## config.mk

```make
export PLATFORM = sky130hd
export DESIGN_NAME = fpga_operand_entry
export DESIGN_NICKNAME = d
export VERILOG_FILES = /design/src/rtl/fpga_operand_entry.sv
export SDC_FILE = /design/constraint.sdc
export NUM_CORES = 1
export LEC_CHECK = 0
export ABC_AREA = 1
export ABC_CLOCK_PERIOD_IN_PS = 6900
export CAP_MARGIN = 20
export CORE_MARGIN = 3
export CORE_UTILIZATION = 33
export DETAILED_ROUTE_END_ITERATION = 12
export SETUP_SLACK_MARGIN = 0.4
export SYNTH_ARGS = -nofsm -noshare
export SYNTH_HDL_FRONTEND = slang
export SYNTH_SLANG_ARGS = --single-unit
```

## constraint.sdc

```tcl
create_clock -name CLOCK_50 -period 6.9 [get_ports CLOCK_50]
set_input_delay 1.38 -clock CLOCK_50 [delete_from_list [all_inputs] [get_ports CLOCK_50]]
set_output_delay 1.38 -clock CLOCK_50 [all_outputs]
set_load 0.005 [all_outputs]
```

## src/rtl/fpga_operand_entry.sv

```systemverilog
// fpga_operand_entry: board-input front end for the DE2 ALU bring-up.
// This block synchronizes the raw KEY and SW inputs and debounces the enter
// and cancel pushbuttons. The user keys in operand A, operand B and the ALU
// opcode one after another. The completed set is then offered to the ALU
// harness over a valid/ready handshake.
module fpga_operand_entry #(
    parameter int DEBOUNCE_CYCLES = 500000,  // stable-level cycles to accept a key change, >= 2
    parameter int SYNC_STAGES     = 2        // synchronizer depth on every raw input, >= 2
) (
    input  logic        CLOCK_50,
    input  logic        RESET,
    input  logic [3:0]  KEY,       // active-low; [0] enter, [1] cancel, [3:2] unused
    input  logic [17:0] SW,        // [15:0] value, [16] sign fill, [3:0] opcode
    output logic [31:0] porta,
    output logic [31:0] portb,
    output logic [3:0]  aluop,
    output logic        op_valid,
    input  logic        op_ready,
    output logic [1:0]  stage
);

    // Entry states; the encoding is shown directly on LEDG.
    localparam logic [1:0] GET_A  = 2'd0;
    localparam logic [1:0] GET_B  = 2'd1;
    localparam logic [1:0] GET_OP = 2'd2;
    localparam logic [1:0] ISSUE  = 2'd3;

    localparam int               CNT_W   = $clog2(DEBOUNCE_CYCLES);
    localparam logic [CNT_W-1:0] CNT_MAX = CNT_W'(DEBOUNCE_CYCLES - 1);

    localparam int KEY_ENTER  = 0;
    localparam int KEY_CANCEL = 1;

    // ------------------------------------------------------------------
    // Input synchronizers
    // ------------------------------------------------------------------
    logic [3:0]  key_sync_q [SYNC_STAGES];
    logic [17:0] sw_sync_q  [SYNC_STAGES];
    logic [3:0]  key_s;
    logic [17:0] sw_s;

    // Shift raw KEY/SW through SYNC_STAGES flops to resolve metastability.
    always_ff @(posedge CLOCK_50 or posedge RESET) begin
        if (RESET) begin
            // NOTE: the synchronizer array is small flop storage, not RAM.
            // Every stage is reset. KEY stages reset to released (1) so that
            // reset deassert cannot be taken for a key press.
            for (int i = 0; i < SYNC_STAGES; i++) begin
                key_sync_q[i] <= '1;
                sw_sync_q[i]  <= '0;
            end
        end else begin
            // NOTE: non-blocking assignments make every stage sample the old
            // value of the stage before it. Blocking assignments here would
            // collapse the chain into one flop.
            key_sync_q[0] <= KEY;
            sw_sync_q[0]  <= SW;
            for (int i = 1; i < SYNC_STAGES; i++) begin
                key_sync_q[i] <= key_sync_q[i-1];
                sw_sync_q[i]  <= sw_sync_q[i-1];
            end
        end
    end

    assign key_s = key_sync_q[SYNC_STAGES-1];
    assign sw_s  = sw_sync_q[SYNC_STAGES-1];

    // KEY[3:2] and SW[17] are synchronized like the other inputs, but no logic reads them.
    logic unused_sync;
    assign unused_sync = ^{key_s[3:2], sw_s[17]};

    // ------------------------------------------------------------------
    // Debounce and press-event generation for enter and cancel
    // ------------------------------------------------------------------
    logic [1:0]       stable_q;        // accepted (debounced) key level, 1 = released
    logic [CNT_W-1:0] cnt_q [2];       // cycles the synchronized level has disagreed
    logic [1:0]       press_q;         // one-cycle pulse on accepted 1->0 transition

    // Accept a new level only after it has disagreed for DEBOUNCE_CYCLES cycles.
    always_ff @(posedge CLOCK_50 or posedge RESET) begin
        if (RESET) begin
            stable_q <= 2'b11;
            press_q  <= 2'b00;
            for (int k = 0; k < 2; k++) begin
                cnt_q[k] <= '0;
            end
        end else begin
            for (int k = 0; k < 2; k++) begin
                press_q[k] <= 1'b0;
                if (key_s[k] == stable_q[k]) begin
                    cnt_q[k] <= '0;
                end else if (cnt_q[k] == CNT_MAX) begin
                    stable_q[k] <= key_s[k];
                    cnt_q[k]    <= '0;
                    // Only a press (released -> pressed) is an event.
                    press_q[k]  <= ~key_s[k];
                end else begin
                    cnt_q[k] <= cnt_q[k] + 1'b1;
                end
            end
        end
    end

    logic enter_evt;
    logic cancel_evt;
    assign enter_evt  = press_q[KEY_ENTER];
    assign cancel_evt = press_q[KEY_CANCEL];

    // ------------------------------------------------------------------
    // Entry FSM and captured operand registers
    // ------------------------------------------------------------------
    logic [1:0]  state_q,    state_d;
    logic [31:0] porta_q,    porta_d;
    logic [31:0] portb_q,    portb_d;
    logic [3:0]  aluop_q,    aluop_d;
    logic        op_valid_q, op_valid_d;
    logic [31:0] value;

    // SW[15:0] sign-extended using SW[16] as the fill bit.
    assign value = {{16{sw_s[16]}}, sw_s[15:0]};

    // Next state and capture decisions; cancel overrides every other event.
    always_comb begin
        // NOTE: every variable gets its hold value first. This way a path
        // through the case that leaves a variable unassigned keeps the
        // register value and cannot infer a latch.
        state_d = state_q;
        porta_d = porta_q;
        portb_d = portb_q;
        aluop_d = aluop_q;

        if (cancel_evt) begin
            state_d = GET_A;
            porta_d = '0;
            portb_d = '0;
            aluop_d = '0;
        end else begin
            case (state_q)
                GET_A: begin
                    if (enter_evt) begin
                        porta_d = value;
                        state_d = GET_B;
                    end
                end
                GET_B: begin
                    if (enter_evt) begin
                        portb_d = value;
                        state_d = GET_OP;
                    end
                end
                GET_OP: begin
                    if (enter_evt) begin
                        aluop_d = sw_s[3:0];
                        state_d = ISSUE;
                    end
                end
                ISSUE: begin
                    // Operands are frozen and enter is ignored. The only
                    // exits are a completed transfer or a cancel.
                    if (op_valid_q && op_ready) begin
                        state_d = GET_A;
                    end
                end
                default: state_d = GET_A;
            endcase
        end

        // A registered op_valid that mirrors the ISSUE state exactly.
        op_valid_d = (state_d == ISSUE);
    end

    // State and captured-operand registers.
    always_ff @(posedge CLOCK_50 or posedge RESET) begin
        if (RESET) begin
            state_q    <= GET_A;
            porta_q    <= '0;
            portb_q    <= '0;
            aluop_q    <= '0;
            op_valid_q <= 1'b0;
        end else begin
            state_q    <= state_d;
            porta_q    <= porta_d;
            portb_q    <= portb_d;
            aluop_q    <= aluop_d;
            op_valid_q <= op_valid_d;
        end
    end

    assign porta    = porta_q;
    assign portb    = portb_q;
    assign aluop    = aluop_q;
    assign op_valid = op_valid_q;
    assign stage    = state_q;

endmodule

```

---- Yosys cells after proc, flatten, opt, wreduce, memory -nomap -nowiden ----
Index checks and enable logic that the tools add are counted.
word-level totals
  bits in registers ....................... 151
  bits of input ports ..................... 25
  output and inout port bits .............. 71
  logic and storage cells ................. 61
operators by class
  add/subtract/negate cells ............... 2
  equal/unequal tests ..................... 8
  muxes and demuxes ....................... 22
  bitwise gates (word level) .............. 4
  reductions and logical operators ........ 11
operators with widths
  operator                                              number
  two-way mux 32 bit                                    5
  two-way mux 19 bit                                    4
  adder 19 x 1 -> 19 bit (second input constant)        2
  equality test 19 bit (second input constant)          2
  two-way mux 4 bit                                     3
  two-way mux 2 bit                                     5
  AND reduction 2 bit                                   5
  case mux 2 bit (4 select lines)                       1
  nonzero test 2 bit                                    4
  equality test 2 bit (second input constant)           3
  two-way mux 1 bit                                     4
  inverter 1 bit                                        4
  equality test 1 bit                                   2
  equality test 2 x 1 -> 1 bit (second input constant)  1
  zero test 2 bit                                       1
  logical AND 1 bit                                     1

---- Depth between registers and ports, before layout ----
Gate-level depths: netlist of run 1.
  depth after elaboration ................. 5
  gate-level depth with buffers ........... 8
  depth with buffers taken out ............ 8

---- Least setup slack after synthesis of run 1 ----
No wires, ideal clock.
  kind .................................... reg-to-output
  start point ............................. register, netlist name portb[30]
  end point ............................... output port portb[17]
  data arrival time ....................... 0.742 ns
  required time ........................... 5.520 ns
  path slack .............................. 4.778 ns
  stages on the path, launching flop included .. 2
  path buffers ............................ 1
  cell sequence ........................... dfrtp_1 buf_4
RTL lines
  what              RTL line  text
  end: declaration  15        output logic [31:0] portb,

==> metrics.md, run 1 <==
| Metric | Value |
|---|---|
| Initial DRC Count | `193` |
| CP Max Fanout | `17` |
| Ports | `96` |
| Gpl congestion | `0.872` |
| Overall power | `1.63 mW` |
| PD cells | `235 nW/um2` |
| H-tree depth | `4` |
| Cts hold-fix bufs | `0` |
| Tightest Pin Transition | `0.917 ns` |
| Hold path depth | `0` |
| Final setup viols | `0` |
| WL/cell | `11.6 um` |
| Most common cell in the synthesized netlist | `nand2_1` |
| Flops & latches, synth | `121` |
| Prevailing post-synth register cell | `dfrtp_1` |
| Standard-cell row count | `46` |
| Status | `finished, final reports clean` |
| Post-synth top area cell | `dfrtp_1` |
| Top cells by count, synth | `141 x nand2_1, 115 x dfrtp_1, 113 x nor2_1` |
| Post-CTS Setup Inserts | `0` |
| Cell family with most CP delay | `flip-flops` |
| Arr. time, crit path | `1.59 ns` |
| Worst Hold Path EP | `sw_s[3]` |
| Post-route ant nets | `0` |
| Seq/Total Area, Yosys | `55.7%` |
| Area delta synth->final | `27.8%` |
| Detailed-route vias per instance | `4.28` |
| Top-area cell type share of the netlist area | `52.8%` |
| Syn nets | `653` |
| Post_cts resized | `0` |
| Ratio of cells with drive above 1 in the final layout | `10.9%` |
| Crit-path max cell delay | `0.59 ns` |
| Via count | `3,986` |
| CP endpoint kind | `output port` |
| Grt total ovfl | `0` |
| Critical R2R Launch | `press_q[1]` |
| Clock Skews | `0.00781 ns` |
| Die height | `135 um` |
| DIE AREA | `18,100 um2` |
| Worst min-delay path startpoint | `sw_sync_q[21]` |
| Post-DP HPWL | `7.78 mm` |
| DR pass1 iterations | `4` |
| Die span in x | `135 um` |
| Inserted Diodes | `0` |
| Fill cells | `1,594` |
| Largest net degree at the start of global routing | `76` |
| Clk slew on worst S/H paths | `0.06 ns` |
| FMAX | `336 MHz` |
| Place WS | `3.71 ns` |
| Nets@finish | `729` |
| Skew-Pair Late Insertion Delay | `0.41 ns` |
| CP max-delay cell | `dfrtp_1` |
| EDFF count, synth | `0` |
| Number of buffers created by CTS | `17` |
| # Max-Cap Violations | `0` |
| Leak Pwr | `3.11 nW` |
| CTS tree | `done` |
| Synthesized instance count | `626` |
| Clk sink count | `121` |
| Number of global-route vias before repair | `3,914` |
| Worst Path Buf+Inv | `1` |
| Syn_area_per_cell | `8.71 um2` |
| Crit path depth | `1` |
| Critical R2R Capture | `op_valid` |
| R2R Setup Slk | `4.94 ns` |
| Crit Path Class | `reg -> out` |
| Worst Setup SP | `portb[30]` |
| Peak supply drop | `0.000177 V` |
| Synth cell types | `28` |
| Area of the multi-input gates | `1790 um2` |
| Clock buffer depth | `2` |
| Largest cells by area after synthesis | `dfrtp_1 53%, nand2_1 9.7%, nor2_1 7.8%, inv_1 6.0%, buf_4 4.1%` |
| Port-buffer cells | `92` |
| Util after Layout | `43.5%` |
| Synth Warn # | `0` |
| WHS | `0.344 ns` |
| R2R depth | `5` |
| Core Region | `16,000 um2` |
| Post-synth design cell area | `5450 um2` |
| Final wirelength | `10.8 mm` |
| Worst EP required | `5.52 ns` |
| Setup TNS | `0 ns` |
| HP Class | `reg -> reg` |
| Initial antenna violation count | `0` |
| Min cycle time layout | `2.97 ns` |
| Fin. Hold Viols | `0` |
| RSZ-0062 raised after global routing | `false` |
| Initial Util | `34.1%` |
| Global-route wire length before repair | `18.5 mm` |
| Max_slew headroom | `38.9%` |
| Clock root buffer | `clkbuf_16` |
| Worst path cell trace | `clkdlybuf4s50_1` |
| Asr flop ratio synth | `100%` |
| Final Worst Setup Slack | `3.93 ns` |
| Seq. cell area | `3040 um2` |
| Final critical-path share of the clock period | `43.1%` |
| Count of pins over their slew limit | `0` |
| GRT Util Overall | `12.8%` |
| Setup crit start kind | `flop` |
| DRC errors left | `0` |
## flip-flops by register name, summed over array words and instances (netlist names), 4 cells and up
signal     count
aluop          4
cnt_q         38
sw_sync_q     17
sw_s          17
porta         17
portb         17
## worst max path at each step
stage	to	slack [ns]
after floorplan	aluop[0]	2.32
after global placement	portb[7]	3.74
after detailed placement	portb[7]	3.71
after CTS	portb[18]	3.87
after global routing	portb[27]	3.77
final	portb[28]	3.93
## final cells by class
class / count / area share, %
inverters: 92 / 4.99
well taps: 216 / 3.88
repair buffers: 94 / 13.4
clock buffers: 18 / 6.31
multi-input cells: 376 / 25.7
flip-flops and latches: 121 / 43.6
clock inverters: 14 / 2.16
## layer usage
metal  track usage (%)  wire, um  vias to the layer above
met5                 0         0                        -
met4              5.88       195                        0
met3              3.95       669                       15
met2              19.9      4890                      105
met1              16.3      5080                     1837
li1                  -         -                     2029
## report_power, final
group          leakage, nW  switching [mW]  internal [mW]  total [mW]
Combinational         1.26          0.0266         0.0157      0.0423
Clock                0.271           0.320          0.541       0.860
Sequential            1.58         0.00574          0.725       0.731
## cells by family (layout without fill, tap and decap cells)
kind of cell | Yosys count | in the layout | synth area share (%)
DFF | 121 | 121 | 55.7
adders and majority gates | 2 | 2 | 0.459
buffers and inverters | 129 | 218 | 11.5
AOI/OAI and AO/OA | 38 | 38 | 4.98
xor gates and xnor gates | 19 | 19 | 3.05
and+or+nand+nor | 317 | 317 | 24.3
## cell usage in the layout (no fill, tap or decap), types with 5 or more instances in the layout
cell	instances
nand2_2	5
nor2_1	113
xor2_1	13
dfrtp_1	115
clkinvlp_4	6
nor2_2	9
dfstp_2	6
clkdlybuf4s50_1	92
clkbuf_16	17
o21ai_0	13
o21ai_2	13
xnor2_1	6
nand2_1	141
a21oi_1	8
nand3_1	29
inv_1	86
nand4_1	8
inv_2	5
## per-stage QoR
| stage | cell area (um2) | cells |
|---|---|---|
| floorplan | 5450 | 626 |
| global placement | 6380 | 899 |
| detailed placement | 6380 | 899 |
| CTS | 6970 | 931 |
| global route | 6970 | 931 |
| finish | 6970 | 931 |
Note: power is estimated with default switching activity, not from simulation.
==> inputs of run 2 (changes only) <==
--- a/config.mk
+++ b/config.mk
@@ -6,7 +6,7 @@
 export NUM_CORES = 1
 export LEC_CHECK = 0
 export ABC_AREA = 1
-export ABC_CLOCK_PERIOD_IN_PS = 6900
+export ABC_CLOCK_PERIOD_IN_PS = 2550
 export CAP_MARGIN = 20
 export CORE_MARGIN = 3
 export CORE_UTILIZATION = 33
==> constraint.sdc (replaced) <==
create_clock -name CLOCK_50 -period 2.55 [get_ports CLOCK_50]
set_input_delay 0.51 -clock CLOCK_50 [delete_from_list [all_inputs] [get_ports CLOCK_50]]
set_output_delay 0.51 -clock CLOCK_50 [all_outputs]
set_load 0.005 [all_outputs]
==> run 2 against run 1 <==
  * Via count rose by 1.3%
  * First-iteration DRC count rose by 26%
  * Utilization rose by 0.38 points
  * Global-route usage rose by 0.35 points
  * Worst setup slack got worse by 3.5 ns
  * Clock skew fell by 0.0036 ns
  * Final area rose by 0.88%
  * Combinational power rose to 3.0 times the previous value
  * Highest routed layer unchanged
  * Flip-flop and latch count did not move
  * Non-clock buffer count rose by 3
  * Final cell count rose by 0.32%
==> metrics.md, run 2 (synthesized netlist as in run 1, its figures left out) <==
| Metric | Value |
|---|---|
| Area delta synth->final | `28.9%` |
| Most flops, register | `cnt_q` |
| Global-route wire length before repair | `18.9 mm` |
| Initial Util | `34.1%` |
| Largest net degree at the start of global routing | `38` |
| Initial DRC Count | `243` |
| Clk slew on worst S/H paths | `0.06 ns` |
| Flop pwr share | `44.3%` |
| Most frequent cells in the layout | `141 x nand2_1, 113 x nor2_1, 113 x dfrtp_1` |
| Count of pins over their slew limit | `0` |
| Status | `finished, final reports clean` |
| GRT Util Overall | `13.1%` |
| Core Region | `16,000 um2` |
| RSZ-0062 raised after global routing | `false` |
| Inserted Diodes | `0` |
| PD cells | `635 nW/um2` |
| Power share of the clock group | `52.9%` |
| Die height | `135 um` |
| DIE AREA | `18,100 um2` |
| Post-route ant nets | `0` |
| Arr. time, crit path | `1.56 ns` |
| Worst Path Buf+Inv | `1` |
| Post_cts resized | `2` |
| Die span in x | `135 um` |
| Number of global-route vias before repair | `3,924` |
| Setup crit start kind | `flop` |
| HP Class | `reg -> reg` |
| Crit Path Class | `reg -> out` |
| Detailed-route vias per instance | `4.32` |
| Fill cells | `1,574` |
| Ratio of cells with drive above 1 in the final layout | `11.4%` |
| DR pass1 iterations | `4` |
| Initial antenna violation count | `0` |
| Via count | `4,038` |
| Max_slew headroom | `59.4%` |
| Worst path cell trace | `clkdlybuf4s50_1` |
| Final wirelength | `11.2 mm` |
| Max FFs per register | `38` |
| Clock buffer depth | `2` |
| Ports | `96` |
| Tightest Pin Transition | `0.608 ns` |
| Commonest non-fill, non-tap cell in the layout | `nand2_1` |
| WL/cell | `12.0 um` |
| Logic pwr share | `2.8%` |
| Port-buffer cells | `92` |
| Grt total ovfl | `0` |
| Worst EP required | `2.04 ns` |
| Post-DP HPWL | `8.13 mm` |
| Final setup viols | `0` |
| Post-CTS Setup Inserts | `0` |
| Gpl congestion | `0.874` |
| CTS tree | `done` |
| FMAX | `482 MHz` |
| Standard-cell row count | `46` |
| Cts hold-fix bufs | `0` |
| Setup TNS | `0 ns` |
| Number of buffers created by CTS | `17` |
| Sw Share | `22.0%` |
| Clock root buffer | `clkbuf_16` |
| CP endpoint kind | `output port` |
| Clk sink count | `121` |
| Cell family with most CP delay | `buffers and inverters` |
| CP max-delay cell | `clkdlybuf4s50_1` |
| Skew-Pair Late Insertion Delay | `0.41 ns` |
| Min cycle time layout | `2.07 ns` |
| Leak Pwr | `3.14 nW` |
| DRC errors left | `0` |
| Clock Skews | `0.00421 ns` |
| Final critical-path share of the clock period | `81.3%` |
| # Max-Cap Violations | `0` |
| CP Max Fanout | `7` |
| Crit-path max cell delay | `0.59 ns` |
| Peak supply drop | `0.000485 V` |
| Switching power | `981 uW` |
| Nets@finish | `732` |
| Overall power | `4.46 mW` |
| H-tree depth | `4` |
| Fin. Hold Viols | `0` |
| P_int | `3.48 mW` |
[run 2: cell count changes in the layout (fill, tap and decap cells not counted)]
| cell | before | now |
|---|---|---|
| buf_12 | 0 | 3 |
| clkbuf_1 | 0 | 1 |
| clkinv_4 | 3 | 2 |
| clkinvlp_4 | 6 | 5 |
| dfrtp_1 | 115 | 113 |
| dfrtp_2 | 0 | 2 |
| inv_4 | 1 | 0 |
| inv_6 | 1 | 3 |
[run 2: worst reg2reg max path: stages, from the launching register on]
cell,delay [ns]
dfstp_2,0.56
xor2_1,0.51
inv_2,0.22
nor3b_1,0.27
[run 2: power groups by stage]
stage          sequential [mW]  clock, mW  combinational (mW)
2_1_floorplan             2.01          0              0.0638
3_3_place_gp              2.01          0               0.130
3_5_place_dp              2.01          0               0.132
4_1_cts                   1.98       2.41               0.133
5_1_grt                   1.98       2.50               0.147
6_report                  1.98       2.36               0.127
[run 2: path summary, 6_finish.rpt]
path                          startpoint            end  slack, ns  cells after the start
setup / recovery                stage[0]       stage[0]       0.48                      1
hold / removal             sw_sync_q[32]       sw_s[14]       0.35                      0
setup reg to reg                key_s[0]      cnt_q[21]       0.89                      3
hold reg to reg            sw_sync_q[32]       sw_s[14]       0.35                      0
max in group asynchronous          RESET  key_sync_q[4]       1.42                      3
min in group asynchronous          RESET  sw_sync_q[19]       0.53                      2
[run 2: per-stage QoR]
step	instances	hold slack (ns)	instance area [um2]	utilization [%]	worst slack (ns)
after floorplan	626	0.331	5460	-	0.562
after global placement	902	0.335	6440	40.2	0.895
after detailed placement	902	0.336	6440	40.2	0.837
after CTS	934	0.347	7030	43.9	0.428
after global routing	934	0.348	7030	43.9	0.408
final	934	0.345	7030	43.9	0.476
[run 2: layer usage]
metal / vias up / wire length, um / GRT usage (%)
met1: 1876 / 5190 / 16.8
met5: - / 0 / 0
met2: 117 / 5170 / 20.6
li1: 2027 / - / -
met3: 18 / 660 / 3.54
met4: 0 / 212 / 6.22
[run 2: cell type report]
| type | count | area, um2 | area share, % |
|---|---|---|---|
| timing repair buffer | 97 | 996 | 14.2 |
| clock inverter | 13 | 144 | 2.05 |
| sequential | 121 | 3040 | 43.2 |
| tap | 216 | 270 | 3.85 |
| inverter | 92 | 349 | 4.97 |
| clock buffer | 19 | 443 | 6.30 |
| multi-input combinational | 376 | 1790 | 25.4 |
